File: src/rtl/pc_redirect_ctrl.sv
// PC update sequencer: arbitrates boot, redirect, stall and sequential PC loads,
// and keeps the last-branch PC and link register shadows.
module pc_redirect_ctrl #(
    parameter int unsigned FLUSH_CYCLES  = 2,
    parameter int unsigned WARMUP_CYCLES = 2,
    parameter int unsigned NSTALL        = 8
) (
    input  logic              clk,
    input  logic              rst_n,
    input  logic              boot_req,
    input  logic [15:0]       boot_addr,
    input  logic [15:0]       fd_pc_next,
    input  logic              fd_branch,
    input  logic [15:0]       fd_fallback,
    input  logic              fd_bl,
    input  logic [15:0]       fd_ret_addr,
    input  logic              branch_fail,
    input  logic              link_back,
    input  logic [NSTALL-1:0] stall_in,
    output logic              pc_load,
    output logic [15:0]       pc_value,
    output logic [15:0]       lbpc,
    output logic [15:0]       lr,
    output logic              flush,
    output logic              decode_disable,
    output logic              stall_active,
    output logic [15:0]       redirect_cnt
);

    typedef enum logic [1:0] {StBoot, StWarmup, StRun, StFlush} state_e;

    localparam logic [1:0] WarmInit  = 2'(WARMUP_CYCLES - 1);
    localparam logic [2:0] FlushInit = 3'(FLUSH_CYCLES - 1);

    state_e      state_q;
    logic [1:0]  wcnt_q;
    logic [2:0]  fcnt_q;
    logic [15:0] lbpc_q;
    logic [15:0] lr_q;
    logic [15:0] redirect_cnt_q;

    logic redir_req;
    logic stall_req;
    logic live;
    logic do_redirect;
    logic do_stall;
    logic do_seq;

    assign redir_req   = branch_fail | link_back;
    assign stall_req   = |stall_in;
    assign live        = (state_q == StRun) || (state_q == StFlush);
    assign do_redirect = !boot_req && live && redir_req;
    assign do_stall    = !boot_req && (state_q == StRun) && !redir_req && stall_req;
    assign do_seq      = !boot_req && (state_q == StRun) && !redir_req && !stall_req;

    // Gated by rst_n so that the combinational load path stays quiet while reset is held.
    always_comb begin
        pc_load  = 1'b0;
        pc_value = 16'h0000;
        if (rst_n) begin
            if (boot_req) begin
                pc_load  = 1'b1;
                pc_value = boot_addr;
            end else if (do_redirect) begin
                pc_load  = 1'b1;
                pc_value = branch_fail ? lbpc_q : lr_q;
            end else if (do_seq) begin
                pc_load  = 1'b1;
                pc_value = fd_pc_next;
            end
        end
    end

    assign stall_active   = rst_n && do_stall;
    assign flush          = (state_q == StFlush);
    assign decode_disable = (state_q == StBoot) || (state_q == StWarmup);
    assign lbpc           = lbpc_q;
    assign lr             = lr_q;
    assign redirect_cnt   = redirect_cnt_q;

    always_ff @(posedge clk or negedge rst_n) begin
        if (!rst_n) begin
            state_q        <= StBoot;
            wcnt_q         <= 2'd0;
            fcnt_q         <= 3'd0;
            lbpc_q         <= 16'h0000;
            lr_q           <= 16'h0000;
            redirect_cnt_q <= 16'h0000;
        end else if (boot_req) begin
            state_q <= StWarmup;
            wcnt_q  <= WarmInit;
        end else begin
            unique case (state_q)
                StBoot: ;
                StWarmup: begin
                    if (wcnt_q == 2'd0) state_q <= StRun;
                    else                wcnt_q  <= wcnt_q - 2'd1;
                end
                StRun: begin
                    if (redir_req) begin
                        state_q <= StFlush;
                        fcnt_q  <= FlushInit;
                        if (redirect_cnt_q != 16'hFFFF) redirect_cnt_q <= redirect_cnt_q + 16'd1;
                    end else if (!stall_req) begin
                        if (fd_branch) lbpc_q <= fd_fallback;
                        if (fd_bl)     lr_q   <= fd_ret_addr;
                    end
                end
                StFlush: begin
                    if (redir_req) begin
                        fcnt_q <= FlushInit;
                        if (redirect_cnt_q != 16'hFFFF) redirect_cnt_q <= redirect_cnt_q + 16'd1;
                    end else if (fcnt_q == 3'd0) begin
                        state_q <= StRun;
                    end else begin
                        fcnt_q <= fcnt_q - 3'd1;
                    end
                end
                default: state_q <= StBoot;
            endcase
        end
    end

endmodule

File: config.mk
export PLATFORM = sky130hd
export DESIGN_NAME = pc_redirect_ctrl
export DESIGN_NICKNAME = d
export VERILOG_FILES = /design/src/rtl/pc_redirect_ctrl.sv
export SDC_FILE = /design/constraint.sdc
export NUM_CORES = 1
export LEC_CHECK = 0
export ABC_AREA = 1
export ABC_CLOCK_PERIOD_IN_PS = 2300
export CAP_MARGIN = 25
export CORE_UTILIZATION = 43
export DETAILED_ROUTE_END_ITERATION = 16
export PLACE_DENSITY = 0.89
export RECOVER_POWER = 25
export SETUP_SLACK_MARGIN = 0.3
export SYNTH_ARGS = -nofsm -noshare
export SYNTH_HDL_FRONTEND = slang
export SYNTH_SLANG_ARGS = --single-unit
File: constraint.sdc
create_clock -name clk -period 2.3 [get_ports clk]
set_input_delay 0.46 -clock clk [delete_from_list [all_inputs] [get_ports clk]]
set_output_delay 0.46 -clock clk [all_outputs]
set_load 0.02 [all_outputs]
==> impl_metrics.env, run 1 <==
export IMPL_status="completed"
export IMPL_drive_gt1_frac=0.2314
export IMPL_crit_family="buffers and inverters"
export IMPL_ys_async_sr_fraction=1.000
export IMPL_design_area_um2=5866
export IMPL_dp_hpwl_mm=8.277
export IMPL_fin_skew_ns=0.008541
export IMPL_avgRoutedWirePerCell_um=17.23
export IMPL_worst_setup_path_type="register to primary output"
export IMPL_wirelength_mm=13.07
export IMPL_syn_num_nets=561
export IMPL_grt_pass1_wl_mm=18.82
export IMPL_die_x_um=91.32
export IMPL_yosysSeqAreaShare=0.4012
export IMPL_post_synth_top_count_cell="nand2_1"
export IMPL_fmax_mhz=435.9
export IMPL_postRouteAntennaNets=0
export IMPL_drv_cap=0
export IMPL_netlist_area_um2=3431
export IMPL_yosys_warnings=0
export IMPL_clkTransAtPathRegs_ns=0.10
export IMPL_start_util=0.4440
export IMPL_path_cells="inv_2, ha_4, nand2_4, nor2_4, buf_12, buf_8, nand3_2, a21oi_2, buf_4"
export IMPL_placed_area_um2=5195
export IMPL_cp_num_buf_inv=4
export IMPL_diodes=0
export IMPL_grt_max_degree=33
export IMPL_setup_viol=0
export IMPL_ys_ff_latch=55
export IMPL_ctsHoldBuffers=0
export IMPL_avgSynthCellArea_um2=7.238
export IMPL_syn_inst=474
export IMPL_crit_path_end_kind="primary output"
export IMPL_relSlewSlack=0.1336
export IMPL_cts_buffers=5
export IMPL_powerDensity_nw_per_um2=532.4
export IMPL_drc=0
export IMPL_required_ns=1.84
export IMPL_layout_area_overhead_vs_synth_pct=70.97
export IMPL_cts_sinks=55
export IMPL_grt_usage=0.2867
export IMPL_via_per_inst=5.364
export IMPL_rows=32
export IMPL_rsz0062_at_grt="true"
export IMPL_synthTopCellsByArea="dfrtp_1 (40%), nand2_1 (15%), nor2_1 (6.0%)"
export IMPL_fin_setup_tns_ns=0
export IMPL_antenna_found_initial=0
export IMPL_crit_path_top_delay_cell="dfrtp_1"
export IMPL_grt_pass1_vias=3847
export IMPL_timing_final_hold_violations=0
export IMPL_synth_top_cell_area_share=0.4012
export IMPL_core_um2=7727
export IMPL_cts_buffer_depth=2
export IMPL_num_io_pins=147
export IMPL_cts_tree="built"
export IMPL_arrival_ns=1.83
export IMPL_clk_insertion_delay_late_ns=0.32
export IMPL_synth_edf_count=0
export IMPL_critPathMaxStageDelay_ns=0.40
export IMPL_gp_congestion=0.9055
export IMPL_finalPower_mw=3.123
export IMPL_timing_final_crit_share=0.9974
export IMPL_nets=743
export IMPL_portBuffers=146
export IMPL_die_h_um=91.32
export IMPL_synth_cell_type_count=32
export IMPL_yosys_top_cells_count="nand2_1 (139), dfrtp_1 (55), nor2_1 (55), inv_1 (52), o21ai_0 (38)"
export IMPL_worst_pin_slew_ns=1.300
export IMPL_dr_first_iter_drc_count=243
export IMPL_p_leak_nw=2.589
export IMPL_die_area_um2=8339
export IMPL_critPathMaxFanout=5
export IMPL_start_kind="register"
export IMPL_synth_area_leader_cell="dfrtp_1"
export IMPL_h_tree_depth=2
export IMPL_slew_violations=0
export IMPL_vias=4071
export IMPL_min_period_ns=2.294
export IMPL_cts_root_buf="clkbuf_8"
export IMPL_hold_class="input pin to async pin"
export IMPL_drt_pass1_iter_count=5
export IMPL_synth_ff_type="dfrtp_1"
export IMPL_ir_worst_vdd_uv=299.0
export IMPL_overflow=0
[layer usage]
layer  up-vias  track usage  wire [um]
met2       244       0.4912       6517
met1      1881       0.3511       4983
met4         0       0.1362        663
met3        60      0.04690        911
li1       1886            -          -
met5         -            0          0
[per-stage QoR]
stage / hold slack (ns) / instances / setup slack, ns / utilization
after global placement: 0.3536 / 731 / -0.5869 / 0.6723
after floorplan: 0.1644 / 474 / 0.2725 / -
after global routing: 0.03075 / 759 / -0.03535 / 0.7591
after CTS: 0.02628 / 754 / 0.08150 / 0.7335
after detailed placement: 0.3554 / 731 / -0.6405 / 0.6723
final: 0.03779 / 759 / 0.005985 / 0.7591
[placed cells by master (no fill, tap or decap), types with 3 or more instances in the layout]
cell	count
a21oi_1	5
a21oi_2	15
a22oi_1	3
a22oi_2	3
buf_12	8
buf_16	4
buf_4	30
buf_6	20
clkbuf_1	4
clkbuf_2	5
clkbuf_8	6
clkdlybuf4s15_1	3
clkdlybuf4s50_1	114
dfrtp_1	54
dlygate4sd2_1	3
ha_1	6
inv_1	49
inv_2	3
nand2_1	138
nand3_1	8
nand3_2	9
nand3_4	9
nand4_1	7
nor2_1	49
nor2_4	7
o211ai_1	10
o21ai_0	31
o21ai_1	11
o21ai_2	9
xnor2_1	4
xor2_1	3
[cell families after synthesis]
| group | Yosys count | synth area share |
|---|---|---|
| compound gates | 92 | 0.1568 |
| buf+inv | 75 | 0.09920 |
| xor+xnor | 7 | 0.01787 |
| flops | 55 | 0.4012 |
| fa+ha+maj | 8 | 0.02918 |
| simple gates | 237 | 0.2958 |
[power by group]
group          total (mW)  switching [mW]  internal (mW)
clock network       0.586           0.339          0.247
logic                1.40           0.736          0.667
registers            1.13          0.0871           1.05
[area by class of cell]
| cell class | count | area (um2) |
|---|---|---|
| Fill cell | 499 | 1862 |
| Clock inverter | 2 | 13.76 |
| Tap cell | 102 | 127.6 |
| Multi-Input combinational cell | 344 | 2031 |
| Inverter | 54 | 210.2 |
| Sequential cell | 55 | 1378 |
| Timing Repair Buffer | 196 | 2023 |
| Clock buffer | 6 | 82.58 |
[worst register-to-register path, cell delays in order (launching register included)]
cell     delay (ns)
dfrtp_1        0.40
inv_2          0.08
ha_4           0.15
nand2_4        0.06
nor2_4         0.10
buf_12         0.15
buf_16         0.13
buf_4          0.13
nand3_1        0.15
buf_12         0.20
o21ai_0        0.28
[sequential cells by signal, indices dropped and copies added, names as in the netlist]
signal,count
lbpc,16
fcnt_q,3
lr,16
redirect_cnt,16
state_q,2
wcnt_q,2
[timing repair]
| action | CTS | global route |
|---|---|---|
| gates resized for setup | 173 | 57 |
| endpoints found under the setup margin | 20 | 20 |
| buffers inserted | 10 | 5 |
| pin swaps | 39 | 31 |
| cloned | 5 | 0 |
[worst paths after layout]
check / startpoint / to / slack (ns) / cells past startpoint
worst max-delay path: state_q[0] / pc_value[8] / 0.006 / 9
worst min-delay path: rst_n / lbpc[15] / 0.04 / 1
worst max register to register: state_q[0] / lbpc[0] / 0.37 / 10
worst min register to register: lr[4] / lr[4] / 0.54 / 2
max in group asynchronous: rst_n / state_q[1] / 0.67 / 2
min in group clk: lr[4] / lr[4] / 0.54 / 2
(Power assumes the default switching activity.)
==> run 2, diff against run 1 <==
- PLACE_DENSITY: 0.89 -> 0.81
==> impl_metrics.env, run 2 (same netlist as run 1, synthesis figures left out) <==
export IMPL_nFillCells=635
export IMPL_cts_root_buf="clkbuf_8"
export IMPL_grt_usage=0.2794
export IMPL_hold_class="input pin to async pin"
export IMPL_postRouteAntennaNets=0
export IMPL_start_util=0.4440
export IMPL_powerDensity_nw_per_um2=548.7
export IMPL_p_clk_frac=0.191
export IMPL_fin_skew_ns=0.009535
export IMPL_h_tree_depth=2
export IMPL_p_comb_frac=0.433
export IMPL_slew_violations=0
export IMPL_switchingPower_mw=1.077
export IMPL_reg2reg_slack_ns=0.51
export IMPL_vias=3848
export IMPL_grt_max_degree=52
export IMPL_final_common_cell="nand2_1"
export IMPL_setup_viol=0
export IMPL_nets=732
export IMPL_avgRoutedWirePerCell_um=15.09
export IMPL_die_h_um=91.32
export IMPL_overflow=0
export IMPL_drt_pass1_iter_count=4
export IMPL_timing_final_hold_violations=0
export IMPL_fmax_mhz=449.7
export IMPL_dr_first_iter_drc_count=212
export IMPL_cts_buffer_depth=2
export IMPL_rsz0062_at_grt="true"
export IMPL_p_leak_nw=2.488
export IMPL_internal_power_mw=1.918
export IMPL_dp_hpwl_mm=8.441
export IMPL_drc=0
export IMPL_grt_pass1_vias=3835
export IMPL_switching_share=0.3596
export IMPL_cts_tree="built"
export IMPL_min_period_ns=2.223
export IMPL_layout_area_overhead_vs_synth_pct=59.08
export IMPL_timing_final_crit_share=0.9667
export IMPL_status="completed"
export IMPL_start_kind="input pin"
export IMPL_grt_pass1_wl_mm=18.44
export IMPL_critPathMaxFanout=11
export IMPL_via_per_inst=5.144
export IMPL_ctsHoldBuffers=0
export IMPL_diodes=0
export IMPL_antenna_found_initial=0
export IMPL_relSlewSlack=0.1648
export IMPL_clk_insertion_delay_late_ns=0.31
export IMPL_worst_setup_path_type="input pin to primary output"
export IMPL_die_area_um2=8339
export IMPL_ir_worst_vdd_uv=317.7
export IMPL_fin_setup_tns_ns=0
export IMPL_gp_congestion=0.9750
export IMPL_rows=32
export IMPL_reg2reg_from="state_q[1]"
export IMPL_core_um2=7727
export IMPL_crit_path_end_kind="primary output"
export IMPL_cts_buffers=5
export IMPL_drive_gt1_frac=0.1780
export IMPL_finalPower_mw=2.994
export IMPL_die_x_um=91.32
export IMPL_layout_common_cells="nand2_1 (139), clkdlybuf4s50_1 (114), dfrtp_1 (53), inv_1 (50), nor2_1 (49)"
export IMPL_portBuffers=146
export IMPL_power_share_sequential=0.376
export IMPL_rr_worst_depth=9
export IMPL_worst_pin_slew_ns=1.253
export IMPL_arrival_ns=1.76
export IMPL_num_io_pins=147
export IMPL_cts_sinks=55
export IMPL_required_ns=1.84
export IMPL_wirelength_mm=11.29
export IMPL_drv_cap=0
export IMPL_r2r_end="lr[7]"
export IMPL_clkTransAtPathRegs_ns=0.10
[run 2: changes by cell type in the layout (fill, tap and decap cells not counted), moves of 3 or more]
| cell | delta |
|---|---|
| o21ai_0 | +4 |
| dlygate4sd2_1 | +3 |
| nand3_4 | -8 |
| nand3_2 | -6 |
| nand3_1 | +14 |
| buf_4 | +9 |
| a21oi_1 | +3 |
| clkbuf_2 | -4 |
| buf_6 | -12 |
[run 2: layout make-up]
| class | instances | area (um2) | share of cell area |
|---|---|---|---|
| Timing Repair Buffer | 185 | 1829 | 0.3352 |
| Multi-Input combinational cell | 344 | 1824 | 0.3343 |
| Sequential cell | 55 | 1379 | 0.2526 |
| Inverter | 54 | 202.7 | 0.03714 |
| Tap cell | 102 | 127.6 | 0.02338 |
| Clock buffer | 7 | 86.33 | 0.01582 |
| Clock inverter | 1 | 8.758 | 0.001605 |
[run 2: worst max path at each step]
stage	from	end	slack, ns	depth (start not counted)
after global placement	branch_fail	pc_value[11]	-0.76	9
after global routing	state_q[1]	decode_disable	0.03	7
after CTS	stall_in[3]	pc_value[12]	0.11	8
final	boot_req	pc_value[12]	0.08	8
after detailed placement	branch_fail	pc_value[6]	-0.80	6
after floorplan	branch_fail	pc_value[6]	0.27	8
[run 2: timing repair]
action | CTS | global route
resized for setup | 142 | 12
pin swaps | 13 | 3
cloned | 2 | 0
endpoints found under the setup margin | 20 | 21
buffers inserted | 5 | 4
[run 2: per-layer routing]
metal	up-vias	part of all wire	wire length [um]	GRT usage
met4	0	0.036	403	0.1389
li1	1862	-	-	-
met3	34	0.051	577	0.04774
met1	1806	0.40	4544	0.3401
met2	146	0.51	5764	0.4766
met5	-	0	0	0
[run 2: power groups by stage]
| stage | Clock, mW | Combinational (mW) | Sequential, mW |
|---|---|---|---|
| after CTS | 0.584 | 1.23 | 1.13 |
| after detailed placement | 0 | 1.19 | 1.14 |
| after global routing | 0.618 | 1.41 | 1.14 |
| after global placement | 0 | 1.15 | 1.14 |
| after floorplan | 0 | 0.585 | 1.17 |
| final | 0.570 | 1.30 | 1.13 |
[run 2: through the flow]
stage / area (um2) / utilization / hold WS (ns) / worst slack [ns] / cells
final: 5458 / 0.7063 / 0.03237 / 0.07654 / 748
after global routing: 5458 / 0.7063 / 0.03173 / 0.03305 / 748
after CTS: 5371 / 0.6951 / 0.02312 / 0.1060 / 744
after detailed placement: 5167 / 0.6687 / 0.3625 / -0.8014 / 729
after global placement: 5167 / 0.6687 / 0.3546 / -0.7628 / 729
after floorplan: 3461 / - / 0.1644 / 0.2725 / 474
[run 2: worst max-delay path: stages]
cell and delay, ns:
clkdlybuf4s15_1 0.28, inv_2 0.13, nand2_2 0.07, nor2_4 0.19, buf_6 0.18, a22oi_1 0.09
a21oi_2 0.19, buf_4 0.17
